**config.mk**
```make
export PLATFORM = sky130hd
export DESIGN_NAME = exp_req_ctrl
export DESIGN_NICKNAME = d
export VERILOG_FILES = /design/src/rtl/exp_req_ctrl.sv
export SDC_FILE = /design/constraint.sdc
export NUM_CORES = 1
export LEC_CHECK = 0
export CORE_MARGIN = 2
export CORE_UTILIZATION = 51
export DETAILED_ROUTE_END_ITERATION = 7
export PLACE_DENSITY = 0.78
export SLEW_MARGIN = 20
export SYNTH_ARGS = -nofsm -noshare
export SYNTH_HDL_FRONTEND = slang
export SYNTH_SLANG_ARGS = --single-unit
```
**constraint.sdc**
```tcl
create_clock -name clk -period 3.7 [get_ports clk]
set_input_delay 0.925 -clock clk [delete_from_list [all_inputs] [get_ports clk]]
set_output_delay 0.925 -clock clk [all_outputs]
set_load 0.02 [all_outputs]
```
**src/rtl/exp_req_ctrl.sv**
```systemverilog
// Request side of the CP0 exception interface: synchronizes raw event lines and latches them as pending.
// Presents one event at a time, highest index first, and holds it until acknowledged and serviced.
module exp_req_ctrl #(
    parameter int NSRC        = 3,
    parameter int SYNC_STAGES = 2,
    parameter int ACK_TIMEOUT = 16,
    parameter int CNT_W       = 8
) (
    input  logic             clk,
    input  logic             reset,
    input  logic [NSRC-1:0]  irq_in,
    input  logic             exp_ack,
    input  logic             is_eret,
    input  logic             exp_block,
    output logic [NSRC-1:0]  ExpSrc,
    output logic [NSRC-1:0]  pending,
    output logic [NSRC-1:0]  in_service,
    output logic             timeout,
    output logic [CNT_W-1:0] drop_cnt
);

    localparam int TW = (ACK_TIMEOUT > 1) ? $clog2(ACK_TIMEOUT) : 1;
    localparam int PW = $clog2(NSRC + 1);
    localparam int SW = ((CNT_W > PW) ? CNT_W : PW) + 1;

    typedef enum logic [1:0] {IDLE, REQ, SERVICE} state_t;

    state_t            state, state_n;
    logic [NSRC-1:0]   sync_p [SYNC_STAGES];
    logic [NSRC-1:0]   s_d;
    logic [NSRC-1:0]   rise, clr, lost;
    logic [TW-1:0]     tcnt, tcnt_n;
    logic [NSRC-1:0]   expsrc_n, insvc_n;
    logic              timeout_n;

    function automatic logic [NSRC-1:0] pick_highest(input logic [NSRC-1:0] v);
        logic [NSRC-1:0] r;
        r = '0;
        for (int i = 0; i < NSRC; i++)
            if (v[i]) r = NSRC'(1) << i;
        return r;
    endfunction

    function automatic logic [PW-1:0] count_ones(input logic [NSRC-1:0] v);
        logic [PW-1:0] c;
        c = '0;
        for (int i = 0; i < NSRC; i++)
            c = c + PW'(v[i]);
        return c;
    endfunction

    function automatic logic [CNT_W-1:0] sat_add(input logic [CNT_W-1:0] a, input logic [PW-1:0] b);
        logic [SW-1:0] sum;
        sum = SW'(a) + SW'(b);
        if (sum > SW'({CNT_W{1'b1}}))
            return {CNT_W{1'b1}};
        return sum[CNT_W-1:0];
    endfunction

    // Synchronizer chain and edge register
    always_ff @(posedge clk or negedge reset) begin
        if (!reset) begin
            for (int k = 0; k < SYNC_STAGES; k++)
                sync_p[k] <= '0;
            s_d <= '0;
        end else begin
            sync_p[0] <= irq_in;
            for (int k = 1; k < SYNC_STAGES; k++)
                sync_p[k] <= sync_p[k-1];
            s_d <= sync_p[SYNC_STAGES-1];
        end
    end

    // A new edge on the source being acknowledged re-arms it rather than counting as a drop
    assign rise = sync_p[SYNC_STAGES-1] & ~s_d;
    assign clr  = (state == REQ && exp_ack) ? ExpSrc : '0;
    assign lost = rise & pending & ~clr;

    always_ff @(posedge clk or negedge reset) begin
        if (!reset) begin
            pending  <= '0;
            drop_cnt <= '0;
        end else begin
            pending  <= (pending & ~clr) | rise;
            drop_cnt <= sat_add(drop_cnt, count_ones(lost));
        end
    end

    always_ff @(posedge clk or negedge reset) begin
        if (!reset) begin
            state      <= IDLE;
            ExpSrc     <= '0;
            in_service <= '0;
            tcnt       <= '0;
            timeout    <= 1'b0;
        end else begin
            state      <= state_n;
            ExpSrc     <= expsrc_n;
            in_service <= insvc_n;
            tcnt       <= tcnt_n;
            timeout    <= timeout_n;
        end
    end

    // The request stays fixed while in REQ; exp_block only gates leaving IDLE
    always_comb begin
        state_n   = state;
        expsrc_n  = ExpSrc;
        insvc_n   = in_service;
        tcnt_n    = tcnt;
        timeout_n = timeout;
        case (state)
            IDLE: begin
                if ((|pending) && !exp_block) begin
                    expsrc_n = pick_highest(pending);
                    tcnt_n   = '0;
                    state_n  = REQ;
                end
            end
            REQ: begin
                if (exp_ack) begin
                    insvc_n  = ExpSrc;
                    expsrc_n = '0;
                    state_n  = SERVICE;
                end else if (tcnt == TW'(ACK_TIMEOUT - 1)) begin
                    expsrc_n  = '0;
                    timeout_n = 1'b1;
                    state_n   = IDLE;
                end else begin
                    tcnt_n = tcnt + TW'(1);
                end
            end
            SERVICE: begin
                if (is_eret) begin
                    insvc_n = '0;
                    state_n = IDLE;
                end
            end
            default: state_n = IDLE;
        endcase
    end

endmodule
```
# --- Word-level counts from Yosys, hierarchy flattened ---
# Index checks and enable logic that the tools add are counted.
classes:
  multipliers: 0
  n_shift: 0
  n_reduce_logical: 12
  add_sub_neg: 4
  div_mod_pow: 0
  magnitude_cmp: 1
  muxes: 23
  n_bitwise: 8
  n_eq_ne: 9
op_table:
  columns: ["cell", "count"]
  rows:
  - ["3-bit 2-to-1 mux", 8]
  - ["8-bit 2-to-1 mux", 2]
  - ["3-bit bitwise AND", 4]
  - ["4-bit 2-to-1 mux", 3]
  - ["3-bit one-hot mux with 2 select lines", 2]
  - ["3-bit AND reduction", 4]
  - ["2-bit inequality test, second input constant", 5]
  - ["8-bit by 2-bit adder with 9-bit output", 1]
  - ["9-bit by 8-bit greater-than comparator with 1-bit output, second input constant", 1]
  - ["2-bit 2-to-1 mux", 4]
  - ["4-bit one-hot mux with 2 select lines", 1]
  - ["3-bit NOT", 2]
  - ["2-bit one-hot mux with 3 select lines", 1]
  - ["4-bit by 1-bit adder with 4-bit output, second input constant", 1]
  - ["4-bit equality test, second input constant", 1]
  - ["4-bit AND reduction", 1]
  - ["2-bit nonzero test", 2]
  - ["3-bit by 2-bit inequality test with 1-bit output, second input constant", 1]
  - ["3-bit bitwise OR", 1]
  - ["3-bit OR reduction", 1]
  - ["1-bit by 1-bit adder with 2-bit output", 1]
  - ["2-bit by 1-bit adder with 2-bit output", 1]
  - ["2-bit by 1-bit equality test with 1-bit output, second input constant", 1]
  - ["2-bit equality test, second input constant", 1]
  - ["5 further kinds", 7]
word_totals:
  out_inout_bits: 18
  n_memories: 0
  elab_cells: 67
  mem_bits_ro: 0
  input_bits: 8
  reg_bits: 33
  latch_bits: 0
  ramBits: 0

# --- Longest topological paths before layout ---
logic_depth:
  word_depth: 11
  ltp_mapped: 12
  ltp_nobuf: 12

# --- Least setup slack after synthesis ---
# Ideal clock, no wire load.
synth_timing:
  path_kind: "input to register"
  startpoint: "input port exp_ack"
  endpoint: "register drop_cnt[6]"
  t_required_ns: 3.612
  stages: 11
  setup_time_ns: 0.088
  arrival_time_ns: 3.081
  path_buffers: 0
  path_slack_ns: 0.531
  cell_sequence: "nand2_1 > o21ai_0 > or3_1 > fa_1 > inv_1 > ha_1 > inv_1 > fa_1 > nor2_1 > a31oi_1 > a41oi_1"
synth_via:
  elab_chain_len: 10
synth_rtl:
  columns: ["item", "line_no", "rtl"]
  rows:
  - ["start, declared", "12", "input logic exp_ack,"]
  - ["1-bit logical AND (*)", "76", "assign clr = (state == REQ && exp_ack) ? ExpSrc : '0;"]
  - ["3-bit 2-to-1 mux (*)", "76", null]
  - ["3-bit NOT (*)", "77", "assign lost = rise & pending & ~clr;"]
  - ["3-bit bitwise AND (*)", "77", null]
  - ["1-bit by 1-bit adder with 2-bit output", "48", "c = c + PW'(v[i]);"]
  - ["2-bit by 1-bit adder with 2-bit output (*)", "48", null]
  - ["8-bit by 2-bit adder with 9-bit output (*)", "54", "sum = SW'(a) + SW'(b);"]
  - ["9-bit by 8-bit greater-than comparator with 1-bit output", "55", "if (sum > SW'({CNT_W{1'b1}}))"]
  - ["1-bit 2-to-1 mux", "55", null]
  - ["8-bit 2-to-1 mux (*)", "57", "return sum[CNT_W-1:0];"]
  - ["end signal, assigned", "85", "drop_cnt <= sat_add(drop_cnt, count_ones(lost));"]
  - ["end, declared", "19", "output logic [CNT_W-1:0] drop_cnt"]
# Mark *: on every way between the ends. The rest lies on a longest branch, timed or not.
# A chain may end at the register's enable or synchronous reset.

# --- Worst setup path in the final report ---
# Same ends and word-level chain as after synthesis.

==> metrics <==
status complete, no violations; # diodes 0; Worst-Margin Slew around 0.41 ns; largest net degree at the start of global routing 34; placeable core area between 2000 and 3000 µm²; Sequential Power Share 43.0%; initial antenna violation count 0; Synth Register Bits 33; post-synth top area cell dfrtp_1; DRT Wirelength 2750 µm; worst r2r src state[0]$_DFFE_PN0P_; max incr delay on CP ~0.47 ns; Synth cell types 34; Post-Syn Nets 140; f_max slightly below 0.3 GHz; aggregate global routing overflow 0; cts hold-fix bufs 0; slowest stage cell, crit path fa_1; CP Data Arrival Time ~3.6 ns; number of synthesized flops with an enable pin 0; Final Slew Violations 0; I/O Pins 26; DP Wirelength ~2000 µm; commonest cells in the netlist dfrtp_1 (33), inv_1 (11), nand2_1 (11); synthesis-to-finish area growth 26.1%; Crit. End Element flip-flop; worst hold start sync_p[5]$_DFF_PN0_; slew margin rel. about 73%; vias ~1100; HP Class reg -> reg; Die W ~57 µm; sw frac just under 40%; Starting Density roughly 53%; synthesized area per cell around 11 µm²; Power Internal just over 800 µW; Max-Cap Viols 0; CTS Buf Count 5; worst-path cell chain clkdlybuf4s50_1, nand2_1, o21ai_0, or3_1, fa_1, inv_1, ha_1, inv_1, fa_1, nor2_1, a31oi_1, a41oi_1; FP Rows 19; first-pass GRT wire length around 4700 µm; chip height 57.0 µm; Root Driver clkbuf_4; Seq/Total Area, Yosys roughly 58%; Post-CTS Setup Bufs 0; vias in the first global route around 1000; CP startpoint kind primary input; Combinational Power Share 42.5%; initial DRC count 21; Die ar. around 3200 µm²; final core utilization between 60% and 70%; IO Port Bufs 25; crit path from exp_ack; Worst Skew approximately 0.0038 ns; YS warnings 0; CTS tree yes; htree depth 2; vias per cell ~5.4; kind of critical path in -> reg; power per cell area 737 nW/µm²; Synth Flop Type dfrtp_1; clock power share around 15%; fin crit share about nine tenths; DRC viols 0; total power approximately 1.3 mW; area fraction of the dominant cell type after synthesis between 50 and 60%; clock slew at reported path FFs around 0.1 ns; Antenna Nets Post-Route 0; Final Hold Viols 0; Peak VDD IR approximately 0.52 mV; CP required 3.95 ns; first drt pass iteration count 6; Final Setup Violations 0; Clock Path Buffers 2; Netlist Area Pre-Place approximately 1400 µm²; Net Sw Power 525 µW; Leak Pwr between 0.8 and 0.9 nW; nets@finish 176; most common cell in the synthesized netlist dfrtp_1; # resized after CTS 0; gr usage total about a fifth; unrepaired setup endpoints after global routing no; layout cells sized above 1 between 10% and 20%; FFs w/ async S/R, synth 100%; worst-path fanout max 4; Post-Syn Instances approximately 130; crit path time final ~3.4 ns; Area contributors post-synth dfrtp_1 (58%), o21ai_0 (3.1%), inv_1 (2.9%); GPL Wtd Cong around 0.75; later-pin clock latency in the skew report between 0.3 and 0.4 ns; WL/cell between 10 and 15 µm; CTS sink cnt 33
==> metrics by stage <==
stage          instance area, µm²  hold slack [ns]  cells  setup WS (ns)  TNS, ns
6_report                     1810            0.357    195          0.310        0
2_1_floorplan                1430            0.331    127          0.531        0
3_5_place_dp                 1750            0.335    187        -0.0440  -0.0440
5_1_grt                      1810            0.379    195          0.178        0
4_1_cts                      1810            0.359    195          0.305        0
3_3_place_gp                 1750            0.332    187          0.139        0
==> final timing paths <==
check | to | slack, ns | cells after the start
setup / recovery | drop_cnt[6]$_DFF_PN0_ | 0.31 | 12
hold / removal | sync_p[2]$_DFF_PN0_ | 0.36 | 0
setup reg to reg | drop_cnt[6]$_DFF_PN0_ | 0.65 | 12
hold reg to reg | sync_p[2]$_DFF_PN0_ | 0.36 | 0
max in group asynchronous | drop_cnt[6]$_DFF_PN0_ | 2.42 | 2
min in group asynchronous | timeout$_DFFE_PN0P_ | 0.98 | 2
==> layout by cell type, fill, tap and decap left out, drive strengths merged, types with 3 or more instances in the layout <==
cell type	Yosys	routed
or3	3	3
nand2	11	11
nor2	8	8
o22ai	3	3
dfrtp	33	33
xor2	3	3
o21ai	11	11
buf	0	4
nand3	6	6
clkdlybuf4s50	0	25
clkbuf	0	5
mux2i	3	3
ha	3	3
a21oi	4	4
nor2b	4	4
inv	11	11
==> power groups by stage <==
stage	sequential, mW	combinational (mW)	clock (mW)
2_1_floorplan	0.641	0.256	0
3_3_place_gp	0.569	0.547	0
3_5_place_dp	0.578	0.572	0
4_1_cts	0.572	0.574	0.202
5_1_grt	0.590	0.620	0.224
6_report	0.572	0.565	0.194
==> area by class of cell <==
type | count | area, µm²
clock buffers | 5 | 37.5
multi-input cells | 83 | 564
inverters | 11 | 41.3
well taps | 31 | 38.8
flip-flops and latches | 33 | 826
clock inverters | 3 | 17.5
repair buffers | 29 | 280
fillers | 240 | 905
==> kinds of logic (layout without fill, tap and decap cells) <==
family | count (synthesis) | count (layout) | synth area share (%)
buf+inv | 11 | 48 | 2.88
xor+xnor | 3 | 3 | 1.84
flops | 33 | 33 | 57.7
mux | 3 | 3 | 2.10
fa+ha+maj | 5 | 5 | 5.42
compound gates | 30 | 30 | 14.4
simple gates | 42 | 42 | 15.6
==> registers in the layout, indices dropped and copies added (netlist names) <==
register    cells
sync_p          6
s_d             3
state           2
drop_cnt        8
timeout         1
in_service      3
ExpSrc          3
pending         3
tcnt            4
==> per-layer routing <==
layer	GRT usage [%]	routed length, µm	vias to the layer above
met3	7.26	147	5
met2	33.7	1430	34
met4	6.98	34	0
met1	22.7	1140	503
met5	0	0	-
li1	-	-	518
==> worst max-delay path: cells and delay by family <==
family / cells / cell delay [ns]
AO/OA/AOI/OAI: 3 / 0.40
AND/OR/NAND/NOR: 3 / 0.69
adder cells (fa/ha/maj): 3 / 1.03
buffers and inverters: 3 / 0.59
No activity file was read; power rests on OpenSTA's default activity.
